--- config.mk ---
export PLATFORM = sky130hd
export DESIGN_NAME = instr_fetch_unit_flat
export DESIGN_NICKNAME = d
export VERILOG_FILES = /design/src/rtl/instr_fetch_unit_if.sv /design/src/rtl/instr_fetch_unit.sv /design/src/flat_wrapper.sv
export SDC_FILE = /design/constraint.sdc
export NUM_CORES = 1
export LEC_CHECK = 0
export CAP_MARGIN = 20
export CORE_MARGIN = 2
export CORE_UTILIZATION = 31
export DETAILED_ROUTE_END_ITERATION = 10
export DONT_BUFFER_PORTS = 1
export PLACE_DENSITY = 0.46
export SYNTH_ARGS = -nofsm -noshare
export SYNTH_HDL_FRONTEND = slang
export SYNTH_SLANG_ARGS = --single-unit
--- constraint.sdc ---
create_clock -name clk -period 5 [get_ports clk]
set_input_delay 0.75 -clock clk [delete_from_list [all_inputs] [get_ports clk]]
set_output_delay 0.75 -clock clk [all_outputs]
set_load 0.05 [all_outputs]
--- src/rtl/instr_fetch_unit_if.sv ---
// Fetch-unit bus bundle: PC control, redirect, imem and decode handshakes.
// master = fetch unit side, slave = PC/imem/decode environment side.
interface instr_fetch_unit_if #(
  parameter int XLEN = 32
);
  logic [XLEN-1:0] pc_in;
  logic            pc_enable;
  logic            pc_jump;
  logic [XLEN-1:0] pc_jump_addr;
  logic            redirect_valid;
  logic [XLEN-1:0] redirect_addr;
  logic            imem_req_valid;
  logic            imem_req_ready;
  logic [XLEN-1:0] imem_req_addr;
  logic            imem_rsp_valid;
  logic [XLEN-1:0] imem_rsp_data;
  logic            imem_rsp_err;
  logic            inst_valid;
  logic            inst_ready;
  logic [XLEN-1:0] inst_data;
  logic [XLEN-1:0] inst_pc;
  logic            inst_fault;

  modport master (
    input  pc_in,
    input  redirect_valid,
    input  redirect_addr,
    input  imem_req_ready,
    input  imem_rsp_valid,
    input  imem_rsp_data,
    input  imem_rsp_err,
    input  inst_ready,
    output pc_enable,
    output pc_jump,
    output pc_jump_addr,
    output imem_req_valid,
    output imem_req_addr,
    output inst_valid,
    output inst_data,
    output inst_pc,
    output inst_fault
  );

  modport slave (
    output pc_in,
    output redirect_valid,
    output redirect_addr,
    output imem_req_ready,
    output imem_rsp_valid,
    output imem_rsp_data,
    output imem_rsp_err,
    output inst_ready,
    input  pc_enable,
    input  pc_jump,
    input  pc_jump_addr,
    input  imem_req_valid,
    input  imem_req_addr,
    input  inst_valid,
    input  inst_data,
    input  inst_pc,
    input  inst_fault
  );
endinterface

--- src/rtl/instr_fetch_unit.sv ---
// Instruction fetch unit: one outstanding imem read, decode hand-off,
// PC advance/redirect control and wrong-path squashing.
module instr_fetch_unit #(
  parameter int              XLEN     = 32,
  parameter logic [XLEN-1:0] NOP_INST = XLEN'(32'h0000_0013)
) (
  input logic                clk,
  input logic                reset,
  instr_fetch_unit_if.master bus
);

  typedef enum logic [2:0] {
    IDLE,
    REQ,
    WAIT,
    HOLD,
    DROP
  } state_t;

  state_t          state_q;
  state_t          state_d;
  logic [XLEN-1:0] req_pc_q;
  logic [XLEN-1:0] data_q;
  logic [XLEN-1:0] ipc_q;
  logic            fault_q;

  logic            live;
  logic            redir;
  logic            misaligned;
  logic            req_valid;
  logic            req_fire;
  logic            ld_req;
  logic            ld_inst;
  logic [XLEN-1:0] ld_data;
  logic [XLEN-1:0] ld_pc;
  logic            ld_fault;

  // Bus outputs; reset forces every output low, even with a redirect pending.
  always_comb begin
    live       = !reset;
    redir      = live && bus.redirect_valid;
    misaligned = |bus.pc_in[1:0];
    req_valid  = live && (state_q == REQ)
                 && !redir && !misaligned;
    req_fire   = req_valid && bus.imem_req_ready;

    bus.imem_req_valid = req_valid;
    bus.imem_req_addr  = live ? bus.pc_in : '0;
    bus.pc_enable      = redir || req_fire;
    bus.pc_jump        = redir;
    bus.pc_jump_addr   = live ? bus.redirect_addr : '0;
    bus.inst_valid     = (state_q == HOLD) && !redir;
    bus.inst_data      = data_q;
    bus.inst_pc        = ipc_q;
    bus.inst_fault     = fault_q;
  end

  // Next state and register load controls; redirect overrides everything.
  always_comb begin
    state_d  = state_q;
    ld_req   = 1'b0;
    ld_inst  = 1'b0;
    ld_data  = NOP_INST;
    ld_pc    = bus.pc_in;
    ld_fault = 1'b0;
    unique case (state_q)
      IDLE: state_d = REQ;
      REQ: begin
        if (redir) begin
          state_d = REQ;
        end else if (misaligned) begin
          ld_inst  = 1'b1;
          ld_fault = 1'b1;
          state_d  = HOLD;
        end else if (req_fire) begin
          ld_req  = 1'b1;
          state_d = WAIT;
        end
      end
      WAIT: begin
        if (redir) begin
          state_d = bus.imem_rsp_valid ? REQ : DROP;
        end else if (bus.imem_rsp_valid) begin
          ld_inst  = 1'b1;
          ld_data  = bus.imem_rsp_err ? NOP_INST
                                      : bus.imem_rsp_data;
          ld_pc    = req_pc_q;
          ld_fault = bus.imem_rsp_err;
          state_d  = HOLD;
        end
      end
      HOLD: begin
        if (redir || bus.inst_ready) state_d = REQ;
      end
      DROP: begin
        if (bus.imem_rsp_valid) state_d = REQ;
      end
      default: state_d = IDLE;
    endcase
  end

  // State register.
  always_ff @(posedge clk or posedge reset) begin
    if (reset) state_q <= IDLE;
    else       state_q <= state_d;
  end

  // Request address and presented-instruction registers.
  always_ff @(posedge clk or posedge reset) begin
    if (reset) begin
      req_pc_q <= '0;
      data_q   <= '0;
      ipc_q    <= '0;
      fault_q  <= 1'b0;
    end else begin
      if (ld_req) req_pc_q <= bus.pc_in;
      if (ld_inst) begin
        data_q  <= ld_data;
        ipc_q   <= ld_pc;
        fault_q <= ld_fault;
      end
    end
  end

endmodule

--- src/flat_wrapper.sv ---
// flat-port wrapper written by rule: the top's interface ports become plain ports
module instr_fetch_unit_flat 
#(
  parameter int              XLEN     = 32,
  parameter logic [XLEN-1:0] NOP_INST = XLEN'(32'h0000_0013)
)
  (clk, reset, bus_pc_in, bus_redirect_valid, bus_redirect_addr, bus_imem_req_ready, bus_imem_rsp_valid, bus_imem_rsp_data, bus_imem_rsp_err, bus_inst_ready, bus_pc_enable, bus_pc_jump, bus_pc_jump_addr, bus_imem_req_valid, bus_imem_req_addr, bus_inst_valid, bus_inst_data, bus_inst_pc, bus_inst_fault);
  instr_fetch_unit_if #(.XLEN(XLEN)) bus_i ();
  input logic clk;
  input logic reset;
  input wire logic [$bits(bus_i.pc_in)-1:0] bus_pc_in;
  input wire logic [$bits(bus_i.redirect_valid)-1:0] bus_redirect_valid;
  input wire logic [$bits(bus_i.redirect_addr)-1:0] bus_redirect_addr;
  input wire logic [$bits(bus_i.imem_req_ready)-1:0] bus_imem_req_ready;
  input wire logic [$bits(bus_i.imem_rsp_valid)-1:0] bus_imem_rsp_valid;
  input wire logic [$bits(bus_i.imem_rsp_data)-1:0] bus_imem_rsp_data;
  input wire logic [$bits(bus_i.imem_rsp_err)-1:0] bus_imem_rsp_err;
  input wire logic [$bits(bus_i.inst_ready)-1:0] bus_inst_ready;
  output wire logic [$bits(bus_i.pc_enable)-1:0] bus_pc_enable;
  output wire logic [$bits(bus_i.pc_jump)-1:0] bus_pc_jump;
  output wire logic [$bits(bus_i.pc_jump_addr)-1:0] bus_pc_jump_addr;
  output wire logic [$bits(bus_i.imem_req_valid)-1:0] bus_imem_req_valid;
  output wire logic [$bits(bus_i.imem_req_addr)-1:0] bus_imem_req_addr;
  output wire logic [$bits(bus_i.inst_valid)-1:0] bus_inst_valid;
  output wire logic [$bits(bus_i.inst_data)-1:0] bus_inst_data;
  output wire logic [$bits(bus_i.inst_pc)-1:0] bus_inst_pc;
  output wire logic [$bits(bus_i.inst_fault)-1:0] bus_inst_fault;
  assign bus_i.pc_in = bus_pc_in;
  assign bus_i.redirect_valid = bus_redirect_valid;
  assign bus_i.redirect_addr = bus_redirect_addr;
  assign bus_i.imem_req_ready = bus_imem_req_ready;
  assign bus_i.imem_rsp_valid = bus_imem_rsp_valid;
  assign bus_i.imem_rsp_data = bus_imem_rsp_data;
  assign bus_i.imem_rsp_err = bus_imem_rsp_err;
  assign bus_i.inst_ready = bus_inst_ready;
  assign bus_pc_enable = bus_i.pc_enable;
  assign bus_pc_jump = bus_i.pc_jump;
  assign bus_pc_jump_addr = bus_i.pc_jump_addr;
  assign bus_imem_req_valid = bus_i.imem_req_valid;
  assign bus_imem_req_addr = bus_i.imem_req_addr;
  assign bus_inst_valid = bus_i.inst_valid;
  assign bus_inst_data = bus_i.inst_data;
  assign bus_inst_pc = bus_i.inst_pc;
  assign bus_inst_fault = bus_i.inst_fault;
  instr_fetch_unit #(.XLEN(XLEN), .NOP_INST(NOP_INST)) u_core (.clk(clk), .reset(reset), .bus(bus_i));
endmodule
==> results of run 1 <==
[placed cells by master, fill, tap and decap left out, types with 3 or more instances in the layout]
master	Yosys	routed
dfrtp_1	100	100
nor2b_1	68	67
mux2_1	39	39
mux2_2	39	39
a22o_1	30	30
mux2_4	16	16
clkbuf_16	0	9
buf_4	2	6
a21oi_1	5	5
o32a_1	4	4
inv_6	0	3
[worst min path at each step]
stage                             start  slack [ns]  cells after the start                      to
floorplan           u_core.req_pc_q[13]        0.45                      1     u_core.req_pc_q[13]
global placement    u_core.req_pc_q[21]        0.46                      1     u_core.req_pc_q[21]
detailed placement  u_core.req_pc_q[13]        0.47                      1     u_core.req_pc_q[13]
CTS                               reset        0.37                      1     u_core.req_pc_q[25]
global route                      reset        0.41                      1  u_core.bus.inst_pc[12]
finish                            reset        0.35                      1       u_core.state_q[0]
[worst register-to-register path, delay by kind of cell (launching register included)]
family	cells	cell delay, ns
AO/OA/AOI/OAI	1	0.69
buffers and inverters	1	0.54
flip-flops	1	0.44
multiplexers	1	0.41
AND/OR/NAND/NOR	1	0.26
[layout make-up]
cell class	instances	area, um2	area share
Sequential cell	100	2500	0.481
Multi-Input combinational cell	220	2050	0.393
Tap cell	188	235	0.0452
Timing Repair Buffer	8	75.1	0.0144
Clock buffer	9	225	0.0433
Inverter	4	20.0	0.00385
Clock inverter	7	96.3	0.0185
[cells by family (layout without fill, tap and decap cells)]
family	count (synthesis)	after routing	share of synthesized area
buf+inv	28	28	0.0387
compound gates	44	44	0.0827
mux	94	94	0.237
simple gates	82	82	0.112
flops	100	100	0.530
[metal layers]
metal / wire length, um / up-vias
met2: 5010 / 183
met4: 176 / 0
li1: - / 1220
met1: 4200 / 1337
met5: 0 / -
met3: 1080 / 11
[state kept, by name, summed over array words and instances, names as in the netlist]
register / count
u_core.state_q: 3
u_core.bus.inst_fault: 1
u_core.bus.inst_pc: 32
u_core.bus.inst_data: 32
u_core.req_pc_q: 32
[per-stage QoR]
step	util	worst slack, ns	power (W)	cell area (um2)	hold slack, ns
3_5_place_dp	0.323	1.65	0.00269	4850	0.471
2_1_floorplan	-	0.577	0.00256	4720	0.450
6_report	0.346	1.71	0.00342	5200	0.350
3_3_place_gp	0.323	1.75	0.00267	4850	0.463
5_1_grt	0.346	1.58	0.00362	5200	0.405
4_1_cts	0.344	1.65	0.00346	5170	0.374
[power breakdown]
group	internal [W]	switching, W
registers	0.00109	0.000809
logic	0.000388	0.000376
clock network	0.000442	0.000314
==> results.toml, run 1 <==
[status]
status = "completed"

[clock_tree]
clk_pin_slew_ns = 0.07
cts_made_buffers = 9
cts_resized = 0
clockRootBuffer = "clkbuf_16"
hold_buffers = 0
clk_latency_ns = 0.34
cts.path.max_buffers = 2
cts_sinks = 100
cts.htree.levels = 3
post_cts_buffers = 0
cts_tree = "yes"

[worst_hold_path]
min_path_type = "in -> async"

[critical_path]
path_cells = "nor2_1 -> nor4b_2 -> nor2b_4 -> buf_4 -> or2_2"
path_class = "in -> out"
reg2reg_to = "u_core.bus.inst_pc[9]"
cpPeakStageDelay_ns = 0.43
r2r-start = "u_core.state_q[1]"
cp-end-kind = "primary output"
cp_max_fo = 33
critical-path-slowest-cell = "nor2_1"
crit_buf_inv = 1
critical_path_depth = 5
endpoint = "bus_pc_enable"
cp-startpoint = "bus_pc_in[0]"
reg2reg_depth = 4
critPathArrivalTime_ns = 2.54
crit_path_start_kind = "input port"
cp.required_ns = 4.25
cp_top_family = "simple AND/OR/NAND/NOR gates"
rrSetupSlack_ns = 2.55

[placement]
dp.cells = 518
routabilityCongestion = 0.695
port_buffers = 0
dp_hpwl_mm = 7.28

[layout]
area_delta_synth_final_pct = 10.2
drive_above_1_share = 0.253
n_fill_cell = 1455
diodes = 0
nNetsFinal = 446
stdcell_count = 536

[sta]
finalMaxSlewViolations = 0
finalSetupViolCount = 0
fin_crit_sh = 0.659
clock.fmax_mhz = 304
slew-limit-headroom = 0.291
layout_min_cycle_time_ns = 3.29
rsz0062_at_grt = "no"
fin_worst_skew_ns = 0.00670
finalSetupTns_ns = 0
hold_viol_final = 0
worstMarginPinSlew_ns = 1.06

[route]
post-route-drc-count = 0
drtIter0Drc = 112
num_vias = 2751
wirelength_mm = 10.5
wl_per_cell_um = 19.5
detail-route-antenna-nets = 0
via_per_inst = 5.13
first_pass_iters = 4

[global_route]
top_usage_layer = "met2"
use_met2 = 0.215
grt_pass1_wl_mm = 15.9
grt_usage = 0.131
gr-total-overflow = 0
use_met1 = 0.154
grt_start_max_net_pins = 68
antenna_found_initial = 0
grt_pass1_vias = 2822
use_met3 = 0.0494

[yosys]
synth_top_area_cell = "dfrtp_1"
synth_fp_nets = 451
synth_most_common_cell = "dfrtp_1"
yosys.area.top_type_share = 0.530
netlist_top_cells_count = "dfrtp_1 (100), nor2b_1 (68), mux2_1 (39), mux2_2 (39), a22o_1 (30)"
synth-seq-cells = 100
synth_ff_type = "dfrtp_1"
synth_area_leaders = "dfrtp_1 (53%), mux2_1 (9.3%), mux2_2 (9.3%)"
yosysWarnings = 0
synth_cells = 348
synth_edf_count = 0
syn_area_mm2 = 0.00472
ys_types = 30
synth-seq-area-share = 0.530
syn_avg_cell_area_um2 = 13.6
synthArstFlopShare = 1.00

[pwr]
irDropWorstVdd_mv = 0.215
p_leak_nw = 2.27
p_per_area_mw_per_mm2 = 658

[floorplanning]
core-area_mm2 = 0.0150
die_area_mm2 = 0.0162
rows = 45
start_util = 0.314
top_level_ports = 236
die_w_um = 127
dieHeight_um = 127

[run]
maxCapViolations = 0
Note: power is estimated with default switching activity, not from simulation.
==> run 2: changes to the inputs <==
--- a/config.mk
+++ b/config.mk
@@ -10,7 +10,7 @@
 export CORE_UTILIZATION = 31
 export DETAILED_ROUTE_END_ITERATION = 10
 export DONT_BUFFER_PORTS = 1
-export PLACE_DENSITY = 0.46
+export PLACE_DENSITY = 0.47
 export SYNTH_ARGS = -nofsm -noshare
 export SYNTH_HDL_FRONTEND = slang
 export SYNTH_SLANG_ARGS = --single-unit
==> constraint.sdc (replaced) <==
create_clock -name clk -period 3 [get_ports clk]
set_input_delay 0.45 -clock clk [delete_from_list [all_inputs] [get_ports clk]]
set_output_delay 0.45 -clock clk [all_outputs]
set_load 0.05 [all_outputs]
==> run 2 against run 1 <==
Net effect: design area grew 0.48%; non-clock buffer count grew 8; die area is the same; utilization grew 0.17 points; worst setup slack lost 1.1 ns; final cell count grew 1.5%; clock skew grew 0.0014 ns; sequential share of layout area shrank 0.23 points; global-route usage shrank 0.077 points; combinational power grew 66%; register-to-register slack lost 1.9 ns; critical endpoint is now u_core.bus.inst_data[9]; largest cell class unchanged.
==> results.toml, run 2 (synthesis gave the netlist of run 1 again) <==
[status]
status = "completed"

[pwr]
pwr-share-clk = 0.210
fin_total_pwr_w = 0.00562
p_leak_nw = 2.28
combPwrFrac = 0.226
p_int_w = 0.00312
p_per_area_mw_per_mm2 = 1080
swShare = 0.444
power_frac_seq = 0.564
switchingPower_w = 0.00250
irDropWorstVdd_mv = 0.357

[critical_path]
r2r-start = "u_core.state_q[2]"
cp.required_ns = 3.28
cp_max_fo = 30
rrSetupSlack_ns = 0.62
path_class = "reg -> reg"
cpPeakStageDelay_ns = 0.83
cp-end-kind = "flop"
reg2reg_to = "u_core.bus.inst_data[9]"
crit_path_start_kind = "flop"
cp-startpoint = "u_core.state_q[2]"
reg2reg_depth = 5
path_cells = "nor2b_4 -> nand4b_1 -> buf_4 -> nor2_2 -> a22o_1"
critical-path-slowest-cell = "nor2_2"
endpoint = "u_core.bus.inst_data[9]"
critPathArrivalTime_ns = 2.66

[clock_tree]
cts.path.max_buffers = 2
cts_tree = "yes"
cts_sinks = 100
cts.htree.levels = 3
clk_pin_slew_ns = 0.07
clockRootBuffer = "clkbuf_16"
clk_latency_ns = 0.35
post_cts_buffers = 0
cts_made_buffers = 9
hold_buffers = 0
cts_resized = 0

[floorplanning]
top_level_ports = 236
die_area_mm2 = 0.0162
dieHeight_um = 127
die_w_um = 127
rows = 45
start_util = 0.314
core-area_mm2 = 0.0150

[global_route]
gr-total-overflow = 0
grt_start_max_net_pins = 68
grt_usage = 0.130
antenna_found_initial = 0
grt_pass1_vias = 2905
grt_pass1_wl_mm = 15.9

[route]
num_vias = 2765
wirelength_mm = 10.6
via_per_inst = 5.08
post-route-drc-count = 0
drtIter0Drc = 65
first_pass_iters = 4
wl_per_cell_um = 19.5
detail-route-antenna-nets = 0

[worst_hold_path]
min_path_type = "in -> async"

[sta]
worstMarginPinSlew_ns = 1.07
layout_min_cycle_time_ns = 2.38
fin_crit_sh = 0.793
rsz0062_at_grt = "no"
finalSetupViolCount = 0
fin_worst_skew_ns = 0.00812
slew-limit-headroom = 0.288
finalMaxSlewViolations = 0
clock.fmax_mhz = 420
hold_viol_final = 0
worst_slack_ns = 0.622

[placement]
routabilityCongestion = 0.693
dp_slack_ns = 0.580
dp_hpwl_mm = 7.63
placed_area_mm2 = 0.00493
port_buffers = 0
dp.cells = 528

[run]
maxCapViolations = 0

[layout]
final_common_cell = "dfrtp_1"
drive_above_1_share = 0.272
area_delta_synth_final_pct = 10.7
final_util = 0.348
layout_common_cells = "dfrtp_1 (100), nor2b_1 (67), mux2_1 (39), mux2_2 (39), a22o_1 (30)"
nNetsFinal = 454
fin_area_mm2 = 0.00523
diodes = 0
stdcell_count = 544
-- run 2: critical path, delay by kind of cell (launching register included) --
kind	cells	cell delay (ns)
AOI/OAI and AO/OA	1	0.25
buffers and inverters	1	0.30
DFF	1	0.50
and+or+nand+nor	3	1.27
-- run 2: cell type report --
| type | instances | area (um2) |
|---|---|---|
| tap | 188 | 235 |
| fill | 1431 | 9810 |
| multi-input combinational | 220 | 2050 |
| sequential | 100 | 2500 |
| inverter | 4 | 21.3 |
| timing repair buffer | 16 | 120 |
| clock inverter | 7 | 73.8 |
| clock buffer | 9 | 225 |
-- run 2: per-layer routing --
layer	global-route usage	vias up	wire, um
met5	0	-	0
met2	0.222	182	5300
met3	0.0536	9	1030
li1	-	1228	-
met4	0.0511	0	166
met1	0.144	1346	4130
-- run 2: worst min path at each step --
stage,startpoint,end,slack [ns],cells after the start
after global routing,reset,u_core.bus.inst_data[3],0.04,1
after CTS,reset,u_core.bus.inst_data[10],0.02,1
after detailed placement,reset,u_core.bus.inst_data[3],0.40,1
final,reset,u_core.bus.inst_data[3],0.02,1
after global placement,reset,u_core.bus.inst_data[7],0.40,1
after floorplan,u_core.req_pc_q[13],u_core.req_pc_q[13],0.45,1
-- run 2: stage by stage --
step           setup TNS, ns  hold slack [ns]
6_report                   0           0.0241
3_3_place_gp               0            0.395
3_5_place_dp               0            0.397
2_1_floorplan         -0.192            0.450
4_1_cts                    0           0.0152
5_1_grt                    0           0.0382
-- run 2: power groups by stage --
stage	clock [W]	combinational [W]	sequential (W)
after floorplan	0	0.00118	0.00310
after global placement	0	0.00127	0.00320
after detailed placement	0	0.00130	0.00320
after CTS	0.00122	0.00130	0.00318
after global routing	0.00129	0.00138	0.00325
final	0.00118	0.00127	0.00317
==> run 3: changes to the inputs <==
==> constraint.sdc (replaced) <==
create_clock -name clk -period 1.99 [get_ports clk]
set_input_delay 0.2985 -clock clk [delete_from_list [all_inputs] [get_ports clk]]
set_output_delay 0.2985 -clock clk [all_outputs]
set_load 0.05 [all_outputs]
==> run 3 against run 2 <==
Net effect: clock skew up 0.0072 ns; clock power up 41%; non-clock buffer count up 64; the flow now finishes with violations (hold timing); via count up 9.6%; critical path depth down 1; design area up 11%.
==> results.toml, run 3 (synthesis gave the netlist of run 1 again) <==
[sta]
finalMaxSlewViolations = 0
hold_viol_final = 16
layout_min_cycle_time_ns = 1.90
rsz0062_at_grt = "no"
finalSetupViolCount = 0
slew-limit-headroom = 0.626
worstMarginPinSlew_ns = 0.560
fin_crit_sh = 0.955
worst_hold_slack_ns = -0.0263
clock.fmax_mhz = 526
finalSetupTns_ns = 0
fin_worst_skew_ns = 0.0153

[clock_tree]
cts_sinks = 100
cts_made_buffers = 9
cts_tree = "yes"
cts.htree.levels = 3
clockRootBuffer = "clkbuf_16"
clk_pin_slew_ns = 0.08
cts.path.max_buffers = 2
clk_latency_ns = 0.35

[route]
first_pass_iters = 4
via_per_inst = 4.99
drtIter0Drc = 62
wl_per_cell_um = 18.4
num_vias = 3031
post-route-drc-count = 0
detail-route-antenna-nets = 0
wirelength_mm = 11.2

[layout]
nNetsFinal = 518
diodes = 0
stdcell_count = 608
layout_common_cells = "dfrtp_1 (100), buf_4 (72), nor2b_1 (67)"
area_delta_synth_final_pct = 22.8
drive_above_1_share = 0.386
n_fill_cell = 1423
final_util = 0.386
final_common_cell = "dfrtp_1"

[placement]
dp_hpwl_mm = 7.86
dp.cells = 591
routabilityCongestion = 0.695
port_buffers = 0

[critical_path]
cp_max_fo = 6
path_class = "reg -> out"
cp.required_ns = 1.69
cp-end-kind = "primary output"
critPathArrivalTime_ns = 1.60
crit_path_start_kind = "flop"

[pwr]
pwr-share-clk = 0.193
irDropWorstVdd_mv = 0.526
power_frac_seq = 0.557
p_int_w = 0.00478
fin_total_pwr_w = 0.00861
switchingPower_w = 0.00383
swShare = 0.445
p_per_area_mw_per_mm2 = 1490
p_leak_nw = 2.63
combPwrFrac = 0.250

[floorplanning]
dieHeight_um = 127
die_area_mm2 = 0.0162
rows = 45
die_w_um = 127
top_level_ports = 236
core-area_mm2 = 0.0150
start_util = 0.314

[global_route]
grt_usage = 0.137
grt_pass1_wl_mm = 17.1
grt_start_max_net_pins = 101
antenna_found_initial = 0
grt_pass1_vias = 3151
gr-total-overflow = 0

[status]
status = "finished, violations left"
violations = "hold timing"

[run]
maxCapViolations = 0

[worst_hold_path]
min_path_type = "in -> async"
==> run 3: what timing repair did <==
item | 4_1_cts | 5_1_grt
setup endpoints to repair | 2 | 2
hold buffers | 0 | 0
resized for setup | 3 | 2
pin swaps | 2 | 1
setup buffers | 1 | 0
==> run 3: metrics by stage <==
stage | setup slack (ns) | cell area [um2]
2_1_floorplan | -0.899 | 4750
3_3_place_gp | 0.155 | 5490
3_5_place_dp | 0.119 | 5490
4_1_cts | 0.0154 | 5790
5_1_grt | 0.0162 | 5800
6_report | 0.0895 | 5800
==> run 3: path summary, 6_finish.rpt <==
| path | from | to | slack, ns | cells after the start |
|---|---|---|---|---|
| setup / recovery | u_core.state_q[2] | bus_pc_enable | 0.09 | 4 |
| hold / removal | reset | u_core.req_pc_q[8] | -0.03 | 2 |
| setup reg to reg | u_core.state_q[1] | u_core.bus.inst_pc[1] | 0.17 | 6 |
| hold reg to reg | u_core.req_pc_q[20] | u_core.req_pc_q[20] | 0.48 | 1 |
| max in group asynchronous | reset | u_core.bus.inst_pc[30] | 1.54 | 2 |
| min in group clk | bus_imem_rsp_valid | u_core.state_q[2] | 0.03 | 1 |
==> run 3: routing by layer <==
layer  track usage  wire, um  vias to the layer above
li1              -         -                     1361
met1         0.149      4230                     1477
met2         0.240      5550                      183
met3        0.0595      1240                       10
met4        0.0420       154                        0
met5             0         0                        -
==> run 3: critical path, stage by stage (launching register included) <==
cell and delay, ns:
dfrtp_1 0.41, buf_6 0.15, nor4b_4 0.29, nor2b_4 0.19
or2_4 0.22
==> run 3: power by group through the flow <==
stage	registers (W)	logic [W]	clock network (W)
detailed placement	0.00485	0.00217	0
global placement	0.00484	0.00211	0
global route	0.00491	0.00234	0.00182
finish	0.00480	0.00215	0.00166
floorplan	0.00467	0.00178	0
CTS	0.00481	0.00218	0.00174
==> run 3: final cells by class <==
class	count	area, um2	area share
sequential	100	2500	0.431
tap	188	235	0.0406
clock inverter	7	56.3	0.00971
multi-input combinational	220	2070	0.356
timing repair buffer	80	692	0.119
inverter	4	21.3	0.00367
clock buffer	9	225	0.0388
